===== src/rtl/adapter_pkg.sv =====
// Shared types and helpers for the outstanding-transaction arbiter.
package adapter_pkg;

   typedef enum logic {
      ST_IDLE  = 1'b0,
      ST_OFFER = 1'b1
   } state_t;

   // ceil(log2(value)); clogb2(5)=3, clogb2(4)=2, clogb2(1)=0
   function automatic int clogb2(input int value);
      int v;
      int r;
      v = value - 1;
      r = 0;
      for (int i = 0; i < 32; i++) begin
         if (v > 0) begin
            r++;
            v = v >> 1;
         end
      end
      return r;
   endfunction

endpackage


===== src/rtl/outstanding_arbiter_rr_pick.sv =====
// Round-robin pick: first set req bit at or after ptr, wrapping to bit 0.
module rr_pick
   import adapter_pkg::*;
#(
   parameter int NUM_REQ = 4,
   parameter int ID_W    = 2
) (
   input  logic [NUM_REQ-1:0] req,
   input  logic [ID_W-1:0]    ptr,
   output logic [NUM_REQ-1:0] win,
   output logic [ID_W-1:0]    win_id,
   output logic               any
);

   logic            hit;
   logic [ID_W-1:0] hi_id;
   logic [ID_W-1:0] lo_id;

   // Descending scan so the lowest qualifying index is the last one written.
   always_comb begin
      any   = 1'b0;
      hit   = 1'b0;
      hi_id = '0;
      lo_id = '0;
      for (int i = NUM_REQ - 1; i >= 0; i--) begin
         if (req[i]) begin
            any   = 1'b1;
            lo_id = ID_W'(i);
            if (ID_W'(i) >= ptr) begin
               hit   = 1'b1;
               hi_id = ID_W'(i);
            end
         end
      end
      win_id = hit ? hi_id : lo_id;
   end

   assign win = any ? (NUM_REQ'(1) << win_id) : '0;

endmodule


===== src/rtl/outstanding_arbiter.sv =====
// Round-robin grant arbiter sharing a pool of MAX_OUT outstanding slots,
// with per-requester tracking so completions can be attributed.
module outstanding_arbiter
   import adapter_pkg::*;
#(
   parameter  int NUM_REQ = 4,
   parameter  int MAX_OUT = 4,
   localparam int CNT_W   = clogb2(MAX_OUT + 1),
   localparam int ID_W    = (clogb2(NUM_REQ) < 1) ? 1 : clogb2(NUM_REQ)
) (
   input  logic               clk,
   input  logic               rstn,
   input  logic [NUM_REQ-1:0] req,
   output logic [NUM_REQ-1:0] gnt,
   output logic [ID_W-1:0]    gnt_id,
   output logic               gnt_valid,
   input  logic               gnt_ready,
   input  logic               cpl_valid,
   input  logic [ID_W-1:0]    cpl_id,
   output logic [CNT_W-1:0]   count,
   output logic               full,
   output logic               empty,
   output logic               cpl_err
);

   // Entries at or above NUM_REQ are never granted, so they stay zero
   // and make out-of-range completion ids illegal automatically.
   localparam int PEND_N = 1 << ID_W;

   state_t             state;
   logic [ID_W-1:0]    ptr;
   logic [CNT_W-1:0]   pend [PEND_N];
   logic [NUM_REQ-1:0] win;
   logic [ID_W-1:0]    win_id;
   logic               any;
   logic               hs;
   logic               cpl_ok;
   logic               full_eff;

   rr_pick #(
      .NUM_REQ (NUM_REQ),
      .ID_W    (ID_W)
   ) u_pick (
      .req    (req),
      .ptr    (ptr),
      .win    (win),
      .win_id (win_id),
      .any    (any)
   );

   assign full     = (count == CNT_W'(MAX_OUT));
   assign empty    = (count == '0);
   assign hs       = gnt_valid && gnt_ready;
   assign cpl_ok   = cpl_valid && (pend[cpl_id] != '0) && (count != '0);
   assign full_eff = full && !cpl_ok;

   always_ff @(posedge clk or negedge rstn) begin
      if (!rstn) begin
         state     <= ST_IDLE;
         gnt       <= '0;
         gnt_id    <= '0;
         gnt_valid <= 1'b0;
         ptr       <= '0;
         count     <= '0;
         cpl_err   <= 1'b0;
         for (int i = 0; i < PEND_N; i++) begin
            pend[i] <= '0;
         end
      end else begin
         unique case (state)
            ST_IDLE: begin
               if (any && !full_eff) begin
                  gnt       <= win;
                  gnt_id    <= win_id;
                  gnt_valid <= 1'b1;
                  state     <= ST_OFFER;
               end
            end
            ST_OFFER: begin
               if (gnt_ready) begin
                  gnt       <= '0;
                  gnt_id    <= '0;
                  gnt_valid <= 1'b0;
                  state     <= ST_IDLE;
                  ptr       <= (gnt_id == ID_W'(NUM_REQ - 1)) ?
                               '0 : gnt_id + 1'b1;
               end
            end
         endcase

         if (hs && !cpl_ok) begin
            count <= count + 1'b1;
         end else if (!hs && cpl_ok) begin
            count <= count - 1'b1;
         end

         for (int i = 0; i < PEND_N; i++) begin
            if ((hs && gnt_id == ID_W'(i)) &&
                !(cpl_ok && cpl_id == ID_W'(i))) begin
               pend[i] <= pend[i] + 1'b1;
            end else if ((cpl_ok && cpl_id == ID_W'(i)) &&
                         !(hs && gnt_id == ID_W'(i))) begin
               pend[i] <= pend[i] - 1'b1;
            end
         end

         if (cpl_valid && !cpl_ok) begin
            cpl_err <= 1'b1;
         end
      end
   end

endmodule


===== config.mk =====
export PLATFORM = sky130hd
export DESIGN_NAME = outstanding_arbiter
export DESIGN_NICKNAME = d
export VERILOG_FILES = /design/src/rtl/adapter_pkg.sv /design/src/rtl/outstanding_arbiter_rr_pick.sv /design/src/rtl/outstanding_arbiter.sv
export SDC_FILE = /design/constraint.sdc
export NUM_CORES = 1
export LEC_CHECK = 0
export ABC_AREA = 1
export CORE_MARGIN = 2
export CORE_UTILIZATION = 50
export CTS_BUF_LIST = sky130_fd_sc_hd__clkbuf_8
export CTS_CLUSTER_DIAMETER = 120
export DETAILED_ROUTE_END_ITERATION = 7
export GPL_TIMING_DRIVEN = 1
export PLACE_DENSITY = 0.8
export SETUP_SLACK_MARGIN = 0.5
export SLEW_MARGIN = 30
export SYNTH_ARGS = -nofsm -noshare
export SYNTH_HDL_FRONTEND = slang
export SYNTH_SLANG_ARGS = --single-unit

===== constraint.sdc =====
create_clock -name clk -period 1.9 [get_ports clk]
set_input_delay 0.38 -clock clk [delete_from_list [all_inputs] [get_ports clk]]
set_output_delay 0.38 -clock clk [all_outputs]
set_load 0.1 [all_outputs]

# --- After elaboration in Yosys (flattened, before gate mapping) ---
# Index checks and enable logic that the tools add are counted.
totals:
  reg_bits: 26
  inputBits: 10
  word_cells: 138
classes:
  add_sub_neg: 11
  order_cmp: 5
  eq_ne: 9
  n_shift: 1
  n_mux: 52
  n_bitwise: 2
  n_reduce_logical: 47
ops:
  columns: ["operator", "n"]
  rows:
  - ["two-way mux 3 bit", 12]
  - ["two-way mux 2 bit", 16]
  - ["logical AND 1 bit", 24]
  - ["two-way mux 1 bit", 16]
  - ["adder 3 x 1 -> 3 bit, second input constant", 5]
  - ["subtractor 3 x 1 -> 3 bit, second input constant", 5]
  - ["two-way mux 4 bit", 3]
  - ["zero test 1 bit", 11]
  - ["nonzero test 2 bit", 5]
  - ["equality test 2 bit, second input constant", 4]
  - ["one-hot mux 4 bit (2 select lines)", 1]
  - ["binary-select mux 3 bit (select 2 bit)", 1]
  - ["nonzero test 3 bit", 2]
  - ["equality test 2 x 1 -> 1 bit, second input constant", 2]
  - ["greater-or-equal comparator 1 x 2 -> 1 bit, first input constant", 2]
  - ["greater-or-equal comparator 2 bit, first input constant", 2]
  - ["zero test 2 bit", 2]
  - ["inequality test 2 bit, second input constant", 2]
  - ["one-hot mux 1 bit (2 select lines)", 2]
  - ["one-hot mux 2 bit (2 select lines)", 1]
  - ["AND reduction 2 bit", 2]
  - ["left shift 1 x 2 -> 4 bit, first input constant", 1]
  - ["equality test 3 bit, second input constant", 1]
  - ["greater-or-equal comparator 3 bit, second input constant", 1]
  - ["other kinds (4)", 4]

# --- Logic depth before layout (Yosys ltp) ---
logic_depth:
  depth_word: 14
  ltp_mapped: 13
  depth_no_buf: 13

# --- Modules after synthesis ---
# Synthesis repeated with hierarchy kept, for this count alone.
unflattened:
  cells_unflattened: 182
  hier_area_um2: 1592.8
modules_own_cells:
  columns: ["mod", "n_inst", "cells_each", "area_per_inst_um2"]
  rows:
  - ["outstanding_arbiter", 1, 149, 1446.4]
  - ["rr_pick", 1, 33, 146.4]

# --- Least setup slack after synthesis ---
# No wires, ideal clock.
synth_path:
  path_type: "register to register"
  startpoint: "reg count[0]"
  endpoint: "reg pend[5] (netlist bit)"
  arrival_ns: 3.573
  t_required_ns: 1.773
  setup_slack_ns: -1.800
  path_stages_with_launch: 12
  cell_sequence: "dfrtp_1 > nor3_2 > nor2_1 > o21ai_4 > inv_2 > nand2_1 > ha_1 > inv_1 > fa_1 > a21oi_1 > o21ai_1 > xor2_1"
synth_between:
  elab_chain_cells: 6
  word_cells_on_any_way: 8
  cone_classes: "mux (1); reduce/logical (7)"
synth_lines:
  columns: ["item", "line", "rtl"]
  rows:
  - ["from (decl)", "outstanding_arbiter.sv:20", "output logic [CNT_W-1:0] count,"]
  - ["from (signal assigned)", "outstanding_arbiter.sv:92", "count <= count + 1'b1;"]
  - ["from (signal assigned)", "outstanding_arbiter.sv:94", "count <= count - 1'b1;"]
  - ["nonzero test 3 bit *", "outstanding_arbiter.sv:54", "assign cpl_ok = cpl_valid && (pend[cpl_id] != '0) && (count != '0);"]
  - ["logical AND 1 bit *", "outstanding_arbiter.sv:54", null]
  - ["logical AND 1 bit *", "outstanding_arbiter.sv:99, outstanding_arbiter.sv:101", null]
  - ["zero test 1 bit", "outstanding_arbiter.sv:99", "!(cpl_ok && cpl_id == ID_W'(i))) begin"]
  - ["logical AND 1 bit", "outstanding_arbiter.sv:98", "if ((hs && gnt_id == ID_W'(i)) &&"]
  - ["two-way mux 3 bit or nonzero test 2 bit (tied branches)", null, null]
  - ["to (signal, indexed assignment)", "outstanding_arbiter.sv:100", "pend[i] <= pend[i] + 1'b1;"]
  - ["to (signal, indexed assignment)", "outstanding_arbiter.sv:103", "pend[i] <= pend[i] - 1'b1;"]
  - ["to (decl)", "outstanding_arbiter.sv:32", "logic [CNT_W-1:0] pend [PEND_N];"]
# Mark *: on every way between the ends. The rest lies on a longest branch, timed or not.
# A chain may end at the register's enable or synchronous reset.

# --- Worst setup path in the final report ---
layout_path:
  startpoint: "reg pend[0] (netlist bit)"
  endpoint: "reg pend[2] (netlist bit)"
layout_between:
  elab_chain_cells: 10
  word_cells_on_any_way: 15
  cone_classes: "add/sub (2); mux (5); reduce/logical (8)"
layout_lines:
  columns: ["item", "line"]
  rows:
  - ["binary-select mux 3 bit (select 2 bit)", "outstanding_arbiter.sv:54"]
  - ["two-way mux 3 bit (not written as such) (2 in a row)", "outstanding_arbiter.sv:54"]
  - ["nonzero test 3 bit", "outstanding_arbiter.sv:54"]
  - ["logical AND 1 bit (2 in a row)", "outstanding_arbiter.sv:54"]
  - ["logical AND 1 bit", "outstanding_arbiter.sv:99, outstanding_arbiter.sv:101"]
  - ["zero test 1 bit", "outstanding_arbiter.sv:99"]
  - ["logical AND 1 bit", "outstanding_arbiter.sv:98"]
  - ["two-way mux 3 bit or nonzero test 2 bit (tied branches)", null]
# Several ways; a longest one is shown, not always the timed one. The select of a mux whose other input is x is not followed.

==> reports/qor.csv <==
stage,metric,value,unit
grt,grt_pass1_wl,6.91,mm
timing,min_period_over_period,124,%
logic_synthesis,synthArstFlopShare,100,%
logic_synthesis,synth-simple-area-share,20.4,%
clock_tree,cts_tree,built,
die,core_area,3000,sq um
logic_synthesis,synth_area_leader_cell,dfrtp_1,
clock_tree,cts_hold_buf,0,
timing,final_max_slew_viol_count,0,
grt,grt_max_degree,27,
layout,nets,267,
logic_synthesis,synthTopCellsByArea,"dfrtp_1, nand2_1, ha_1, fa_1, inv_1",
timing,rsz0062_at_grt,yes,
routing,routedWlPerCell,17.8,um
routing,first_pass_iters,4,
layout,final_cells,275,
logic_synthesis,yosysMostFrequentCell,nand2_1,
logic_synthesis,synthMuxAreaShare,4.37,%
clock_tree,cts-htree-levels,1,
clock_tree,clk_pin_slew_worst_paths,100,ps
timing,fin_ws,-460,ps
timing,tns,-3900,ps
logic_synthesis,ys_types,24,
worst_hold_path,min_path_type,in2async,
layout,utilization,85.7,%
die,die_x,59.6,um
timing,hold-worst-slack,451,ps
layout,nFillCells,135,
grt,antenna_found_initial,0,
layout,n_antenna_cell,0,
setup_path,path_class,reg2reg,
logic_synthesis,synth_commonest_cells,"nand2_1, dfrtp_1, inv_1",
logic_synthesis,synth_cells,171,
timing,fmax,0.424,GHz
die,dieArea,3550,sq um
die,die_y,59.6,um
logic_synthesis,synthAdderAreaFrac,13.8,%
grt,first_global_vias,1537,
routing,drc,0,
setup_path,worst_ep_required_time,2070,ps
timing,worst_slew_pin_slew,421,ps
power_and_ir_drop,cellPowerDensity,1960,nW/um^2
routing,drt-total-wl,4.89,mm
logic_synthesis,synth_top_family_by_area,simple AND/OR/NAND/NOR gates,
placed_design,place_ws,-721,ps
layout,stdcell_area,2570,sq um
clock_tree,cts_buffer_depth,2,
die,initial_utilization,51.5,%
routing,via_per_inst,5.47,
outcome,outcome,"complete, but fails checks",
logic_synthesis,synth-seq-area-share,42.1,%
power_and_ir_drop,p_total,5.05,mW
setup_path,crit_path_start_kind,flop,
grt,grt_overflow,0,
die,rows,20,
clock_tree,clk_latency,280,ps
placed_design,hpwl,2.73,mm
logic_synthesis,netlist_area,1550,sq um
setup_path,worstPathMaxFanout,5,
timing,clock-skew-final,4.37,ps
logic_synthesis,synthXorXnorAreaFrac,5.66,%
logic_synthesis,yosys_most_used_dff,dfrtp_1,
logic_synthesis,synth_compound_area_share,7.20,%
placed_design,dp_cells,260,
timing,slew_headroom,71.9,%
layout,area_delta_synth_final,66.4,%
clock_tree,numClockSinks,26,
setup_path,cp.arrival,2530,ps
clock_tree,cts_buffers,3,
job,cap_viol_max_count,0,
setup_path,crit_path_end_kind,flop,
power_and_ir_drop,max-vdd-ir-drop,1350,uV
placed_design,routabilityCongestion,0.837,
grt,grt_usage,26.2,%
logic_synthesis,ys_warn_count,0,
routing,dr_total_vias,1505,
logic_synthesis,avgSynthCellArea,9.04,sq um
logic_synthesis,synth-edff-count,0,
placed_design,port-buffer-count,22,
placed_design,place_area,2160,sq um
logic_synthesis,ys_seq_elements,26,
timing,hold_viol,0,
timing,setup_viol,12,
die,ioPinCount,23,
layout,drive_gt1_share,49.2,%
outcome,failed_checks,setup timing,
routing,postRouteAntennaNets,0,
timing,final.min_clock_period,2360,ps
power_and_ir_drop,power_leakage,1.21,nW
clock_tree,cts.root.buffer_cell,clkbuf_8,
logic_synthesis,syn-num-nets,195,
logic_synthesis,synth_top_area_share,42.1,%
routing,first_iter_violations,114,
## final timing paths
check / slack (ps) / from / endpoint / cells past startpoint
setup / recovery: -460 / pend[0] / pend[2] / 13
max in group asynchronous: 1160 / rstn / count[1] / 2
hold reg to reg: 490 / cpl_err / cpl_err / 1
min in group clk: 490 / cpl_err / cpl_err / 1
hold / removal: 450 / rstn / pend[6] / 2
setup reg to reg: -460 / pend[0] / pend[2] / 13
## layer usage
metal  track usage (%)  vias up  part of all wire (%)
met5                 0        -                     0
met4              7.62        0                   4.6
met3              3.06       20                   4.9
met2              49.8       60                    53
met1              30.6      746                    38
li1                  -      679                     -
## registers in the layout (all words and copies together) (netlist names)
register / cells
count: 3
cpl_err: 1
gnt: 4
gnt_id: 2
gnt_valid: 1
pend: 12
ptr: 2
state: 1
## cells in the final DEF, fill, tap and decap left out, types with 6 or more instances in the layout
cell type / n
inv_1: 18
dfrtp_1: 21
nand2_2: 6
buf_4: 38
clkdlybuf4s50_1: 6
inv_2: 8
buf_6: 11
nor2_1: 12
nand2_1: 26
nand3_1: 8
buf_12: 8
## area by class of cell
| cell class | instances | area (sq um) | area share, % |
|---|---|---|---|
| repair buffers | 67 | 672 | 26.1 |
| well taps | 33 | 41.3 | 1.60 |
| flip-flops and latches | 26 | 664 | 25.8 |
| clock inverters | 1 | 30.0 | 1.17 |
| clock buffers | 3 | 41.3 | 1.60 |
| multi-input cells | 118 | 1020 | 39.7 |
| inverters | 27 | 104 | 4.04 |
## critical path, cell delays in order (launching register included)
cell     delay [ps]
dfrtp_1         410
nor2_1          190
nand2_1          90
nand2_1         120
nand2_2          90
o21ai_4         210
inv_4            80
nand2_1         120
ha_4            140
inv_2            50
fa_2            350
a21oi_2         140
o21ai_1         100
xor2_1          150
## cells by family after synthesis
| logic type | count (synthesis) |
|---|---|
| AO/OA/AOI/OAI | 19 |
| XOR/XNOR | 10 |
| adder cells (fa/ha/maj) | 14 |
| buffers and inverters | 27 |
| flip-flops | 26 |
| multiplexers | 6 |
| AND/OR/NAND/NOR | 69 |
## power by group
| group | switching [mW] | internal, mW | total (mW) | leakage (nW) |
|---|---|---|---|---|
| sequential | 0.212 | 0.837 | 1.05 | 0.302 |
| clock | 0.194 | 0.283 | 0.477 | 0.0357 |
| combinational | 1.96 | 1.56 | 3.52 | 0.877 |
## repair_timing
| item | in CTS | in global routing |
|---|---|---|
| buffers inserted | 6 | 5 |
| resized for setup | 41 | 25 |
| endpoints found under the hold margin | 0 | 0 |
| setup endpoints to repair | 31 | 31 |
| pin swaps | 6 | 7 |
No activity file was read; power rests on OpenSTA's default activity.
